## src/rtl/stack_if.sv

```systemverilog
// Command/response channel between the control unit (master) and stack_ctrl (slave).
interface stack_if #(parameter int N = 8);
  logic         req_valid;
  logic         req_ready;
  logic [1:0]   req_op;
  logic [N-1:0] req_data;
  logic         rsp_valid;
  logic         rsp_err;
  logic [N-1:0] rsp_data;

  modport master (
    output req_valid, req_op, req_data,
    input  req_ready, rsp_valid, rsp_err, rsp_data
  );

  modport slave (
    input  req_valid, req_op, req_data,
    output req_ready, rsp_valid, rsp_err, rsp_data
  );
endinterface

```

## src/rtl/stack_ctrl.sv

```systemverilog
// Push/pop/peek/clear sequencer driving the SP control code and a synchronous stack RAM.
// Optional STACK_WATERMARK_EN adds a registered max_depth high-water output.
module stack_ctrl #(
    parameter int N        = 8,
    parameter int SP_INIT  = 128,
    parameter int SP_LIMIT = 0
) (
    input  logic         clk,
    input  logic         rst_n,
    stack_if.slave       bus,
    output logic [1:0]   sp_ctrl,
    output logic [N-1:0] sp,
    output logic         full,
    output logic         empty,
    output logic [N-1:0] mem_addr,
    output logic         mem_we,
    output logic         mem_re,
    output logic [N-1:0] mem_wdata,
    input  logic [N-1:0] mem_rdata
`ifdef STACK_WATERMARK_EN
    ,
    output logic [N-1:0] max_depth
`endif
);

    localparam logic [N-1:0] INIT_V  = N'(SP_INIT);
    localparam logic [N-1:0] LIMIT_V = N'(SP_LIMIT);

    typedef enum logic [1:0] {
        OP_PEEK  = 2'b00,
        OP_PUSH  = 2'b01,
        OP_POP   = 2'b10,
        OP_CLEAR = 2'b11
    } op_t;

    typedef enum logic [1:0] {
        SPC_HOLD  = 2'b00,
        SPC_CLEAR = 2'b01,
        SPC_INC   = 2'b10,
        SPC_DEC   = 2'b11
    } spc_t;

    typedef enum logic [2:0] {
        S_IDLE,
        S_PUSH,
        S_READ,
        S_RESP,
        S_ERR,
        S_CLR
    } state_t;

    state_t       state;
    logic         is_pop;
    logic         rsp_valid_q;
    logic         rsp_err_q;
    logic [N-1:0] rsp_hold;

    assign full          = (sp == LIMIT_V);
    assign empty         = (sp == INIT_V);
    assign bus.req_ready = (state == S_IDLE);
    assign bus.rsp_valid = rsp_valid_q;
    assign bus.rsp_err   = rsp_err_q;
    // RAM data arrives in RESP; outside it the last popped/peeked value is held.
    assign bus.rsp_data  = (state == S_RESP) ? mem_rdata : rsp_hold;

    // NOTE: async reset clears every register so an in-flight push loses its write strobe at once.
    always_ff @(posedge clk or negedge rst_n) begin
        if (!rst_n) begin
            state       <= S_IDLE;
            sp          <= INIT_V;
            sp_ctrl     <= SPC_HOLD;
            mem_we      <= 1'b0;
            mem_re      <= 1'b0;
            mem_addr    <= '0;
            mem_wdata   <= '0;
            rsp_valid_q <= 1'b0;
            rsp_err_q   <= 1'b0;
            rsp_hold    <= '0;
            is_pop      <= 1'b0;
        end else begin
            // NOTE: non-blocking defaults here turn every strobe into a one-cycle pulse.
            sp_ctrl     <= SPC_HOLD;
            mem_we      <= 1'b0;
            mem_re      <= 1'b0;
            rsp_valid_q <= 1'b0;
            rsp_err_q   <= 1'b0;

            case (state)
                S_IDLE: begin
                    if (bus.req_valid) begin
                        case (op_t'(bus.req_op))
                            OP_PUSH: begin
                                if (full) begin
                                    state       <= S_ERR;
                                    rsp_valid_q <= 1'b1;
                                    rsp_err_q   <= 1'b1;
                                end else begin
                                    state       <= S_PUSH;
                                    mem_addr    <= sp - 1'b1;
                                    mem_wdata   <= bus.req_data;
                                    mem_we      <= 1'b1;
                                    sp_ctrl     <= SPC_DEC;
                                    rsp_valid_q <= 1'b1;
                                end
                            end
                            OP_POP, OP_PEEK: begin
                                if (empty) begin
                                    state       <= S_ERR;
                                    rsp_valid_q <= 1'b1;
                                    rsp_err_q   <= 1'b1;
                                end else begin
                                    state    <= S_READ;
                                    mem_addr <= sp;
                                    mem_re   <= 1'b1;
                                    is_pop   <= (bus.req_op == OP_POP);
                                    sp_ctrl  <= (bus.req_op == OP_POP) ? SPC_INC : SPC_HOLD;
                                end
                            end
                            OP_CLEAR: begin
                                state       <= S_CLR;
                                sp_ctrl     <= SPC_CLEAR;
                                rsp_valid_q <= 1'b1;
                            end
                            default: ;
                        endcase
                    end
                end
                S_PUSH: begin
                    sp    <= sp - 1'b1;
                    state <= S_IDLE;
                end
                S_READ: begin
                    if (is_pop) sp <= sp + 1'b1;
                    rsp_valid_q <= 1'b1;
                    state       <= S_RESP;
                end
                S_RESP: begin
                    rsp_hold <= mem_rdata;
                    state    <= S_IDLE;
                end
                S_ERR: state <= S_IDLE;
                S_CLR: begin
                    sp    <= INIT_V;
                    state <= S_IDLE;
                end
                default: state <= S_IDLE;
            endcase
        end
    end

`ifdef STACK_WATERMARK_EN
    // Depth after the push completes; clear leaves the high-water mark alone.
    logic [N-1:0] depth_next;
    assign depth_next = INIT_V - (sp - 1'b1);

    always_ff @(posedge clk or negedge rst_n) begin
        if (!rst_n) begin
            max_depth <= '0;
        end else if (state == S_PUSH && depth_next > max_depth) begin
            max_depth <= depth_next;
        end
    end
`endif

endmodule

```

## src/flat_wrapper.sv

```systemverilog
// flat-port wrapper written by rule: the top's interface ports become plain ports
module stack_ctrl_flat 
#(
    parameter int N        = 8,
    parameter int SP_INIT  = 128,
    parameter int SP_LIMIT = 0
)
  (clk, rst_n, sp_ctrl, sp, full, empty, mem_addr, mem_we, mem_re, mem_wdata, mem_rdata, bus_req_valid, bus_req_op, bus_req_data, bus_req_ready, bus_rsp_valid, bus_rsp_err, bus_rsp_data);
  stack_if #(.N(N)) bus_i ();
  input  logic clk;
  input  logic rst_n;
  output logic [1:0] sp_ctrl;
  output logic [N-1:0] sp;
  output logic full;
  output logic empty;
  output logic [N-1:0] mem_addr;
  output logic mem_we;
  output logic mem_re;
  output logic [N-1:0] mem_wdata;
  input  logic [N-1:0] mem_rdata;
  input wire logic [$bits(bus_i.req_valid)-1:0] bus_req_valid;
  input wire logic [$bits(bus_i.req_op)-1:0] bus_req_op;
  input wire logic [$bits(bus_i.req_data)-1:0] bus_req_data;
  output wire logic [$bits(bus_i.req_ready)-1:0] bus_req_ready;
  output wire logic [$bits(bus_i.rsp_valid)-1:0] bus_rsp_valid;
  output wire logic [$bits(bus_i.rsp_err)-1:0] bus_rsp_err;
  output wire logic [$bits(bus_i.rsp_data)-1:0] bus_rsp_data;
  assign bus_i.req_valid = bus_req_valid;
  assign bus_i.req_op = bus_req_op;
  assign bus_i.req_data = bus_req_data;
  assign bus_req_ready = bus_i.req_ready;
  assign bus_rsp_valid = bus_i.rsp_valid;
  assign bus_rsp_err = bus_i.rsp_err;
  assign bus_rsp_data = bus_i.rsp_data;
  stack_ctrl #(.N(N), .SP_INIT(SP_INIT), .SP_LIMIT(SP_LIMIT)) u_core (.clk(clk), .rst_n(rst_n), .bus(bus_i), .sp_ctrl(sp_ctrl), .sp(sp), .full(full), .empty(empty), .mem_addr(mem_addr), .mem_we(mem_we), .mem_re(mem_re), .mem_wdata(mem_wdata), .mem_rdata(mem_rdata));
endmodule
```

## config.mk

```make
export PLATFORM = sky130hd
export DESIGN_NAME = stack_ctrl_flat
export DESIGN_NICKNAME = d
export VERILOG_FILES = /design/src/rtl/stack_if.sv /design/src/rtl/stack_ctrl.sv /design/src/flat_wrapper.sv
export SDC_FILE = /design/constraint.sdc
export NUM_CORES = 1
export LEC_CHECK = 0
export BUFFER_PORTS_ARGS = -buffer_cell sky130_fd_sc_hd__buf_2
export CORE_ASPECT_RATIO = 2
export CORE_MARGIN = 2
export CORE_UTILIZATION = 45
export CTS_CLUSTER_DIAMETER = 200
export DETAILED_ROUTE_END_ITERATION = 10
export PLACE_DENSITY = 0.76
export SLEW_MARGIN = 10
export SYNTH_ARGS = -nofsm -noshare
export SYNTH_HDL_FRONTEND = slang
export SYNTH_SLANG_ARGS = --single-unit
```

## constraint.sdc

```tcl
create_clock -name clk -period 3.8 [get_ports clk]
set_input_delay 0.38 -clock clk [delete_from_list [all_inputs] [get_ports clk]]
set_output_delay 0.38 -clock clk [all_outputs]
set_load 0.1 [all_outputs]
```

==> flow_metrics.env <==
export IMPL_status="finished clean"
export IMPL_period_share_pct=73.75
export IMPL_grt_pass1_vias=1619
export IMPL_cts_clk_slew_worst_paths_ps=80
export IMPL_holdCritPathClass="in -> async"
export IMPL_grt_overflow=0
export IMPL_core_sq_um=4598
export IMPL_synth_edf_count=0
export IMPL_relSlewSlack_pct=38.74
export IMPL_final_net_count=273
export IMPL_async_flop_share_pct=100.0
export IMPL_htree_num_levels=2
export IMPL_nFillCells=446
export IMPL_fin_crit_ps=2803
export IMPL_cp_slowest_cell="or4_1"
export IMPL_die_y_microns=101.7
export IMPL_crit_arrival_ps=2420
export IMPL_antenna_found_initial=0
export IMPL_synthCells=193
export IMPL_avgRoutedWirePerCell_microns=15.99
export IMPL_drive_above_1_share_pct=41.83
export IMPL_start_util_pct=46.69
export IMPL_clock_latency_ps=290
export IMPL_dr_pass1_iters=4
export IMPL_syn_area_sq_um=2147
export IMPL_crit_path_cell_trace="or4_1, or3_1, inv_1, buf_2"
export IMPL_postCtsHoldBufs=0
export IMPL_grt_setup_unrepaired="false"
export IMPL_drcViolationCount=0
export IMPL_setup_worst_path_start_class="flip-flop"
export IMPL_area_growth_pct=20.40
export IMPL_grt_first_pass_wirelength_microns=7907
export IMPL_fmax_ghz=0.3568
export IMPL_skew_ps=7.101
export IMPL_setup_viol=0
export IMPL_die_x_microns=52.84
export IMPL_cts_root_buf="clkbuf_8"
export IMPL_dpl_hpwl_microns=3677
export IMPL_std_cell_rows=35
export IMPL_ctsResizeCount=0
export IMPL_wl_microns=4893
export IMPL_synth_commonest_cells="dfrtp_1, mux2_2, nand2_1, nor2_1"
export IMPL_grt_max_degree=43
export IMPL_drtAntennaViolNets=0
export IMPL_via_count=1717
export IMPL_cap_violations=0
export IMPL_crit_path_end_kind="primary output"
export IMPL_gp_congestion=0.9213
export IMPL_num_antenna_cells=0
export IMPL_ios=62
export IMPL_vias_per_cell=5.611
export IMPL_synth_cell_type_count=53
export IMPL_ys_flop_type="dfrtp_1"
export IMPL_tightestPinTransition_ps=918.9
export IMPL_cts_tree="yes"
export IMPL_synth_top_area_share_pct=47.79
export IMPL_ys_top_cells_by_area="dfrtp_1, mux2_2, xnor2_1"
export IMPL_avgSynthCellArea_sq_um=11.12
export IMPL_path_class="reg -> out"
export IMPL_finalMaxSlewViolations=0
export IMPL_syn_nets=216
export IMPL_yosysWarnings=0
export IMPL_ys_ff_latch=42
export IMPL_synth_largest_area_cell="dfrtp_1"
export IMPL_post_synth_top_count_cell="dfrtp_1"
export IMPL_cts_setup_buffers=0
export IMPL_fin_setup_tns_ps=0
export IMPL_clockBufferDepth=2
export IMPL_clkSinkCount=42
export IMPL_finalHoldViolations=0
export IMPL_cts_buffers=5
export IMPL_critPathMaxFanout=13
export IMPL_dieArea_sq_um=5373
export IMPL_drt_initial_drc_count=45
export IMPL_io_buffers=61
export IMPL_grt_use_total_pct=20.23
export IMPL_worstPathRequired_ps=3420
export IMPL_yosysSeqAreaShare_pct=49.01
export IMPL_critPathMaxStageDelay_ps=590
[critical path, delay by kind of cell (launching register included)]
| family | cells | cell delay (ps) |
|---|---|---|
| buffers and inverters | 2 | 540 |
| and+or+nand+nor | 2 | 1090 |
| DFF | 1 | 510 |
[layout by cell type (no fill, tap or decap), types with 3 or more instances in the layout]
master    netlist  routed
o21ai_0         6       6
o211ai_1        3       3
xnor2_1         7       7
nand2_1        13      13
clkbuf_8        0       5
a21oi_1         8       8
or3_1           3       3
inv_1           6       6
mux2_2         25      25
nand3_1         7       7
nor2_1          9       9
buf_2           3      61
nor3_1          4       4
dfrtp_1        41      41
[final timing paths]
kind	startpoint	to	slack [ps]	cells after the start
hold / removal	rst_n	u_core.sp[2]$_DFFE_PN0P_	210	1
hold reg to reg	u_core.rsp_hold[0]$_DFF_PN0_	u_core.rsp_hold[0]$_DFF_PN0_	500	1
max in group asynchronous	rst_n	u_core.bus.rsp_err$_DFF_PN0_	3010	1
setup / recovery	u_core.sp[5]$_DFFE_PN0P_	full	1000	4
setup reg to reg	u_core.sp[5]$_DFFE_PN0P_	u_core.mem_addr[3]$_DFFE_PN0P_	1400	4
min in group clk	bus_req_data[1]	u_core.mem_wdata[1]$_DFFE_PN0P_	320	2
[registers in the layout, summed over array words and instances (netlist names)]
register              count
u_core.sp_ctrl            2
u_core.mem_we             1
u_core.rsp_hold           8
u_core.bus.rsp_err        1
u_core.mem_addr           8
u_core.state              3
u_core.mem_wdata          8
u_core.sp                 8
u_core.is_pop             1
u_core.bus.rsp_valid      1
u_core.mem_re             1
[metrics by stage]
step | utilization [%] | setup slack, ps | cells | hold slack (ps) | instance area, sq um
6_report | 56.22 | 997.4 | 306 | 210.4 | 2585
5_1_grt | 56.22 | 895.3 | 306 | 294.3 | 2585
4_1_cts | 56.22 | 991.9 | 306 | 252.7 | 2585
3_5_place_dp | 53.77 | 1332 | 298 | 483.8 | 2472
3_3_place_gp | 53.77 | 1359 | 298 | 473.8 | 2472
2_1_floorplan | - | 779.7 | 193 | 84.41 | 2147
[logic make-up (layout without fill, tap and decap cells)]
family / after synthesis / count (layout) / share of synthesized area, %
fa+ha+maj: 2 / 2 / 1.165
compound gates: 40 / 40 / 14.05
mux: 26 / 26 / 13.58
buf+inv: 18 / 76 / 3.671
xor+xnor: 8 / 8 / 3.264
simple gates: 57 / 57 / 15.27
flops: 42 / 42 / 49.01
[final cells by class]
cell class                 instances  area, sq um  area share (%)
multi-input combinational        133         1016           39.30
tap                               55        68.82           2.662
clock buffer                       5        68.82           2.662
clock inverter                     3        43.79           1.694
timing repair buffer              62        312.8           12.10
inverter                           6        22.52          0.8712
sequential                        42         1052           40.71
[layer usage]
layer	GRT usage, %	up-vias	share of wire (%)
li1	-	816	-
met4	11.05	0	3.4
met5	0	-	0
met2	36.25	53	57
met3	2.802	10	4.0
met1	21.89	838	35
Power is not shown: default switching activity piles up to over one toggle a cycle in this logic, so the estimate is an artifact.
